**src/rtl/cdc_pace_fifo.sv**
```systemverilog
// -----------------------------------------------------------------------------
// cdc_pace_fifo
//
// Source-domain feeder for the handshake bus synchronizer. Bursty single-cycle
// write events are absorbed into a small FIFO and re-emitted as single-cycle
// pulses. Consecutive pulses are spaced at least gap_i+1 cycles apart, so a
// synchronizer that has no backpressure never sees a pulse while a transfer is
// still in flight.
//
// Ports:
//   clk             source-domain clock, rising edge
//   reset_i         asynchronous, active-high reset
//   in_valid        push strobe, one event per high cycle
//   in_data         data sampled with in_valid
//   gap_i           minimum idle cycles between output pulses, sampled at pop
//   flush_i         synchronous flush: empties FIFO, cancels the gap count
//   clr_overflow_i  clears the sticky overflow flag
//   out_pulse       one-cycle event to the synchronizer's src_pulse
//   out_data        data to the synchronizer's src_data, held between pulses
//   level_o         FIFO occupancy, 0..2**pDEPTH_LOG2
//   full_o          level_o == depth
//   empty_o         level_o == 0
//   overflow_o      sticky: an event arrived while full and was dropped
// -----------------------------------------------------------------------------
module cdc_pace_fifo #(
   parameter int pDATA_WIDTH = 8,
   parameter int pDEPTH_LOG2 = 3
) (
   input  logic                   clk,
   input  logic                   reset_i,
   input  logic                   in_valid,
   input  logic [pDATA_WIDTH-1:0] in_data,
   input  logic [7:0]             gap_i,
   input  logic                   flush_i,
   input  logic                   clr_overflow_i,
   output logic                   out_pulse,
   output logic [pDATA_WIDTH-1:0] out_data,
   output logic [pDEPTH_LOG2:0]   level_o,
   output logic                   full_o,
   output logic                   empty_o,
   output logic                   overflow_o
);

   localparam int DEPTH = 2 ** pDEPTH_LOG2;
   localparam logic [pDEPTH_LOG2:0]   LEVEL_FULL = (pDEPTH_LOG2 + 1)'(DEPTH);
   localparam logic [pDEPTH_LOG2:0]   LEVEL_ONE  = (pDEPTH_LOG2 + 1)'(1);
   localparam logic [pDEPTH_LOG2-1:0] PTR_ONE    = pDEPTH_LOG2'(1);

   typedef enum logic {
      ST_IDLE,
      ST_WAIT
   } pace_state_t;

   pace_state_t            state;
   logic [7:0]             gap_cnt;
   logic [pDATA_WIDTH-1:0] mem [DEPTH];
   logic [pDEPTH_LOG2-1:0] wr_ptr;
   logic [pDEPTH_LOG2-1:0] rd_ptr;
   logic [pDEPTH_LOG2:0]   level_nxt;

   logic push;
   logic pop;
   logic drop;

   // full_o/empty_o are the registered flags, so a pop in the same cycle does
   // not make room for a push that arrives while full.
   assign push = in_valid & ~full_o & ~flush_i;
   assign drop = in_valid &  full_o & ~flush_i;
   assign pop  = (state == ST_IDLE) & ~empty_o & ~flush_i;

   always_comb begin
      // NOTE: every variable assigned here gets a default first, so no path
      // leaves it unassigned and no latch is inferred.
      level_nxt = level_o;
      if (flush_i) begin
         level_nxt = '0;
      end else if (push & ~pop) begin
         level_nxt = level_o + LEVEL_ONE;
      end else if (pop & ~push) begin
         level_nxt = level_o - LEVEL_ONE;
      end
   end

   // NOTE: the storage array has no reset; its contents are only ever read
   // behind a valid level count, so resetting it would buy nothing.
   always_ff @(posedge clk) begin
      if (push) begin
         mem[wr_ptr] <= in_data;
      end
   end

   // Pointers, occupancy and the derived flags.
   always_ff @(posedge clk or posedge reset_i) begin
      if (reset_i) begin
         // NOTE: sequential state is updated only with non-blocking
         // assignments so every register samples pre-edge values.
         wr_ptr  <= '0;
         rd_ptr  <= '0;
         level_o <= '0;
         full_o  <= 1'b0;
         empty_o <= 1'b1;
      end else begin
         if (flush_i) begin
            wr_ptr <= '0;
            rd_ptr <= '0;
         end else begin
            if (push) wr_ptr <= wr_ptr + PTR_ONE;
            if (pop)  rd_ptr <= rd_ptr + PTR_ONE;
         end
         level_o <= level_nxt;
         full_o  <= (level_nxt == LEVEL_FULL);
         empty_o <= (level_nxt == '0);
      end
   end

   // Sticky overflow; a drop in the same cycle as a clear wins. A flush
   // leaves the flag alone.
   always_ff @(posedge clk or posedge reset_i) begin
      if (reset_i) begin
         overflow_o <= 1'b0;
      end else if (drop) begin
         overflow_o <= 1'b1;
      end else if (clr_overflow_i) begin
         overflow_o <= 1'b0;
      end
   end

   // Pacer. A pop loads gap_cnt from gap_i; WAIT counts it down to zero before
   // the next pop is allowed, so pulses are at least gap_i+1 cycles apart.
   // gap_i is only looked at on the pop edge.
   always_ff @(posedge clk or posedge reset_i) begin
      if (reset_i) begin
         state     <= ST_IDLE;
         gap_cnt   <= '0;
         out_pulse <= 1'b0;
         out_data  <= '0;
      end else if (flush_i) begin
         state     <= ST_IDLE;
         gap_cnt   <= '0;
         out_pulse <= 1'b0;
      end else begin
         out_pulse <= 1'b0;
         case (state)
            ST_IDLE: begin
               if (pop) begin
                  out_pulse <= 1'b1;
                  out_data  <= mem[rd_ptr];
                  gap_cnt   <= gap_i;
                  state     <= (gap_i != 8'd0) ? ST_WAIT : ST_IDLE;
               end
            end
            ST_WAIT: begin
               gap_cnt <= gap_cnt - 8'd1;
               if (gap_cnt == 8'd1) begin
                  state <= ST_IDLE;
               end
            end
            default: begin
               state <= ST_IDLE;
            end
         endcase
      end
   end

endmodule

```
**config.mk**
```make
export PLATFORM = sky130hd
export DESIGN_NAME = cdc_pace_fifo
export DESIGN_NICKNAME = d
export VERILOG_FILES = /design/src/rtl/cdc_pace_fifo.sv
export SDC_FILE = /design/constraint.sdc
export NUM_CORES = 1
export LEC_CHECK = 0
export BUFFER_PORTS_ARGS = -buffer_cell sky130_fd_sc_hd__buf_2
export CORE_UTILIZATION = 28
export DETAILED_ROUTE_END_ITERATION = 8
export HOLD_SLACK_MARGIN = 0.05
export PLACE_DENSITY = 0.47
export SYNTH_ARGS = -nofsm -noshare
export SYNTH_HDL_FRONTEND = slang
export SYNTH_SLANG_ARGS = --single-unit
```
**constraint.sdc**
```tcl
create_clock -name clk -period 2.1 [get_ports clk]
set_clock_uncertainty 0.1 [all_clocks]
set_input_delay 0.105 -clock clk [delete_from_list [all_inputs] [get_ports clk]]
set_output_delay 0.105 -clock clk [all_outputs]
set_load 0.02 [all_outputs]
```
# Word level (Yosys, flattened, before mapping)
# Memory sizes are Yosys's and may differ from the RTL's. A register that Yosys moved wholly into a read port is not among the register bits.
# Cells that the tools add are included.
dict set report word_totals {
  ram_bits 64
  wordCells 60
  mem_count 1
  input_bits 21
  output_inout_bits 16
  regBits 23
}
dict set report op_classes {
  bitwise_logic 14
  addsub 5
  reduce_logical 6
  eq_ne 3
  muxes 22
}
# name words width rd rd_clocked_by_memory_dff wr line_no
set memory_table {}
lappend memory_table {mem 8 8 1 1 1 56} ;# logic [pDATA_WIDTH-1:0] mem [DEPTH];
# op count
set ops {}
lappend ops {{two-way mux 8 bit} 2}
lappend ops {{one-hot mux 8 bit (2 select lines)} 1}
lappend ops {{two-way mux 3 bit} 4}
lappend ops {{two-way mux 4 bit} 3}
lappend ops {{two-way mux 1 bit} 11}
lappend ops {{AND 1 bit} 8}
lappend ops {{equality test 8 x 1 -> 1 bit, second input constant} 1}
lappend ops {{nonzero test 8 bit} 1}
lappend ops {{subtractor 8 x 1 -> 8 bit, second input constant} 1}
lappend ops {{adder 3 x 1 -> 3 bit, second input constant} 2}
lappend ops {{inverter 1 bit} 6}
lappend ops {{nonzero test 2 bit} 3}
lappend ops {{adder 4 x 1 -> 4 bit, second input constant} 1}
lappend ops {{equality test 4 bit, second input constant} 1}
lappend ops {{logical NOT 4 bit} 1}
lappend ops {{subtractor 4 x 1 -> 4 bit, second input constant} 1}
lappend ops {{!= test 3 bit, second input constant} 1}
lappend ops {{AND reduction 3 bit} 1}
lappend ops {{one-hot mux 1 bit (2 select lines)} 1}

# Longest topological paths before layout
dict set report depth {
  depth_word 9
  ltp_mapped 7
  mapped_depth_nobuf 7
}

# Least setup slack after synthesis
# Ideal clock, no wire load.
dict set report synth_timing {
  kind {register to register}
  startpoint {register full_o}
  endpoint {memory mem[0][0] (enable)}
  t_arrival_ps 1662
  setup_slack_ps -46
  setup_ps 383
  stages_incl_launch_ff 4
  path_cell_list {dfrtp_1 -> nand2b_1 -> or3_1 -> nor3_1}
}
dict set report synth_via {
  elab_chain_len 5
}
# item line_no
set synth_lines {}
lappend synth_lines {{start, declared} 39} ;# output logic full_o,
lappend synth_lines {{start signal, assigned} 111} ;# full_o <= (level_nxt == LEVEL_FULL);
lappend synth_lines {{inverter 1 bit} 67} ;# assign push = in_valid & ~full_o & ~flush_i;
lappend synth_lines {{AND 1 bit (2 in series)} 67}
lappend synth_lines {{two-way mux 1 bit} 87} ;# if (push) begin
lappend synth_lines {{two-way mux 1 bit (implied by the code)} 88} ;# mem[wr_ptr] <= in_data;
lappend synth_lines {{end, declared} 56}
# Every way passes these cells.

# Worst setup path in the final report
dict set report layout_timing {
  startpoint {register level_o[1]}
  endpoint {register full_o}
}
dict set report layout_via {
  elab_chain_len 5
}
# item line_no
set layout_lines {}
lappend layout_lines {{start, declared} 38} ;# output logic [pDEPTH_LOG2:0] level_o,
lappend layout_lines {{start signal, assigned} 110} ;# level_o <= level_nxt;
lappend layout_lines {{subtractor 4 x 1 -> 4 bit} 80} ;# level_nxt = level_o - LEVEL_ONE;
lappend layout_lines {{two-way mux 4 bit} 79} ;# end else if (pop & ~push) begin
lappend layout_lines {{two-way mux 4 bit *} 77} ;# end else if (push & ~pop) begin
lappend layout_lines {{two-way mux 4 bit *} 75} ;# if (flush_i) begin
lappend layout_lines {{equality test 4 bit *} 111}
# Mark *: on every way between the ends. The rest lies on a longest branch, timed or not.
# A chain may end at the register's enable or synchronous reset.

==> results_dict.tcl <==
set metrics [dict create \
    post_drt_wl_per_cell_um 15.3 \
    ant_nets 0 \
    initial_utilization_pct 28.9 \
    rows 43 \
    syn_inst 267 \
    num_vias 2353 \
    drive_gt1_share_pct 26.5 \
    hold_class "primary input to flop" \
    nets 362 \
    post-route-drc-count 0 \
    firstDrtPassIters 4 \
    seqPwrFrac_pct 42.7 \
    synth_edf_count 64 \
    tns_ns 0 \
    finalWirelength_um 7970 \
    drv_cap 0 \
    p_leak_uw 0.00182 \
    finalCritPeriodShare_pct 89.8 \
    fmax_mhz 530 \
    via_per_inst 4.53 \
    use_met1_pct 16.5 \
    ys_ff_latch 95 \
    r2r_cells 7 \
    drtIter0Drc 174 \
    first_global_vias 2435 \
    p_sw_share_pct 31.4 \
    cts_buffers 9 \
    track_usage_pct 12.2 \
    p_int_uw 3970 \
    placed_cell_area_um2 4510 \
    critPathKind "flop to flop" \
    seq_area_frac_synth_pct 66.8 \
    required_ns 2.25 \
    status "complete, no violations" \
    gr-total-overflow 0 \
    fin_crit_ns 1.89 \
    postLayoutCellArea_um2 4990 \
    die_x_um 122 \
    cts_root_buf "clkbuf_16" \
    antenna_cells 0 \
    slew-limit-headroom_pct 60.3 \
    setup_viol 0 \
    ios 37 \
    grt_use_met3_pct 3.00 \
    yosysWarnings 0 \
    cp_max_fo 7 \
    use_met2_pct 18.2 \
    cts_tree "built" \
    clk_pin_slew_ns 0.07 \
    ctsLongestPathBuffers 2 \
    rrSetupSlack_ns 0.21 \
    synth_flop_cell "edfxtp_1" \
    grt_pass1_wl_um 13200 \
    area_delta_synth_final_pct 23.5 \
    dieArea_um2 14900 \
    rsz0062_at_grt "false" \
    slew_violations 0 \
    hold_depth 4 \
    p_sw_uw 1820 \
    portBuffers 36 \
    p_clk_share_pct 27.7 \
    netlist_area_um2 4040 \
    clock-sinks 95 \
    coreArea_um2 14000 \
    cts_max_level 3 \
    hpwl_um 5070 \
    syn-mean-instance-area_um2 15.1 \
    final-hold-violation-count 0 \
    power_density_nw_per_um2 1160 \
    cp.arrival_ns 2.04 \
    gr-max-usage-layer "met2" \
    place.gp.congestion 0.763 \
    grt_max_degree 32 \
    antenna_found_initial 0 \
    die_y_um 122 \
    worst_slew_pin_slew_ns 0.595 \
    p_comb_share_pct 29.6 \
    synth.distinct_cells 43 \
    end_kind "flop" \
    ir_worst_vdd_uv 449 \
    ys_async_sr_fraction_pct 32.6 \
    critPathLaunchType "flop" \
    clk_latency_ns 0.34 \
    syn_nets 294 \
]
per-layer routing:
metal  wire length (um)  vias to the layer above
met1               3860                     1166
met5                  0                        -
met4                114                        0
met3                269                        6
li1                   -                     1140
met2               3730                       41
power by group through the flow:
stage,logic (uW),clock network (uW),registers (uW)
2_1_floorplan,1160,0,2590
3_3_place_gp,1680,0,2510
3_5_place_dp,1700,0,2520
4_1_cts,1740,1660,2480
5_1_grt,1910,1740,2520
6_report,1710,1600,2470
critical path, cell delays in order, from the launching register on:
cell and delay (ns):
dfrtp_1 0.43, inv_1 0.10, ha_1 0.13, or3b_1 0.33
mux2i_1 0.18, xnor2_1 0.17, a21boi_2 0.20, nor3b_2 0.17
final cells by class:
class | count | area [um2]
fillers | 1381 | 9000
multi-input cells | 152 | 1240
clock buffers | 12 | 236
inverters | 7 | 26.3
clock inverters | 4 | 53.8
well taps | 180 | 225
repair buffers | 70 | 505
flip-flops and latches | 95 | 2700
per-stage QoR:
stage / util, % / hold slack (ns) / instances / total power, uW / setup WS [ns]
floorplan: - / 0.104 / 267 / 3750 / 0.140
global placement: 32.3 / 0.115 / 486 / 4190 / 0.274
detailed placement: 32.3 / 0.123 / 486 / 4210 / 0.185
CTS: 35.6 / 0.0811 / 520 / 5870 / 0.160
global route: 35.7 / 0.128 / 520 / 6170 / 0.00211
finish: 35.7 / 0.0884 / 520 / 5790 / 0.214
repair_timing:
item	in CTS	in global routing
hold buffers	18	0
hold endpoints to repair	103	0
setup endpoints to repair	0	1
buffers inserted	0	0
resized for setup	0	1
logic make-up (layout without fill, tap and decap cells):
| kind of cell | after synthesis | in the layout | synth area share [%] |
|---|---|---|---|
| compound gates | 36 | 36 | 5.48 |
| flops | 95 | 95 | 66.8 |
| buf+inv | 20 | 93 | 2.63 |
| mux | 27 | 27 | 11.7 |
| fa+ha+maj | 6 | 6 | 1.86 |
| simple gates | 75 | 75 | 9.79 |
| xor+xnor | 8 | 8 | 1.74 |
Yosys cell counts, drive strengths merged (2+ instances only):
cell type | count | share of area [%]
a21oi | 18 | 2.2
inv | 7 | 0.65
xnor2 | 4 | 0.87
nor2b | 3 | 0.53
nor2 | 30 | 3.4
o22ai | 2 | 0.31
a21o | 2 | 0.37
xor2 | 4 | 0.87
ha | 6 | 1.9
mux2i | 11 | 2.7
edfxtp | 64 | 48
a31oi | 2 | 0.31
nand2b | 3 | 0.46
dfrtp | 30 | 19
nor4 | 5 | 0.93
clkbuf | 3 | 0.28
or3 | 2 | 0.31
nand2 | 15 | 1.6
buf | 10 | 1.7
nor3 | 5 | 0.62
mux4 | 16 | 8.9
a211oi | 7 | 1.3
nand3 | 6 | 0.74
registers in the layout, indices dropped and copies added, names as in the netlist:
| name | cells |
|---|---|
| wr_ptr | 3 |
| level_o | 4 |
| state | 1 |
| out_pulse | 1 |
| rd_ptr | 3 |
| mem | 64 |
| gap_cnt | 8 |
| out_data | 8 |
| overflow_o | 1 |
| full_o | 1 |
| empty_o | 1 |
layout by cell type, fill, tap and decap left out, types with 11 or more instances in the layout:
master         synthesis  layout
dlygate4sd3_1          0      18
edfxtp_1              64      64
buf_2                  4      36
mux2i_1               11      11
a21oi_1               18      18
dfrtp_1               30      30
mux4_2                16      16
nand2_1               14      14
buf_4                  3      14
nor2_1                28      28
path summary, 6_finish.rpt:
kind,from,to
max,level_o[1]$_DFF_PP0_,full_o$_DFF_PP0_
min,in_valid,wr_ptr[1]$_DFFE_PP0P_
max reg2reg,level_o[1]$_DFF_PP0_,full_o$_DFF_PP0_
min reg2reg,out_data[4]$_DFFE_PP0P_,out_data[4]$_DFFE_PP0P_
max in group asynchronous,reset_i,empty_o$_DFF_PP1_
min in group asynchronous,reset_i,out_data[0]$_DFFE_PP0P_
Power figures use the tool's default switching activity.
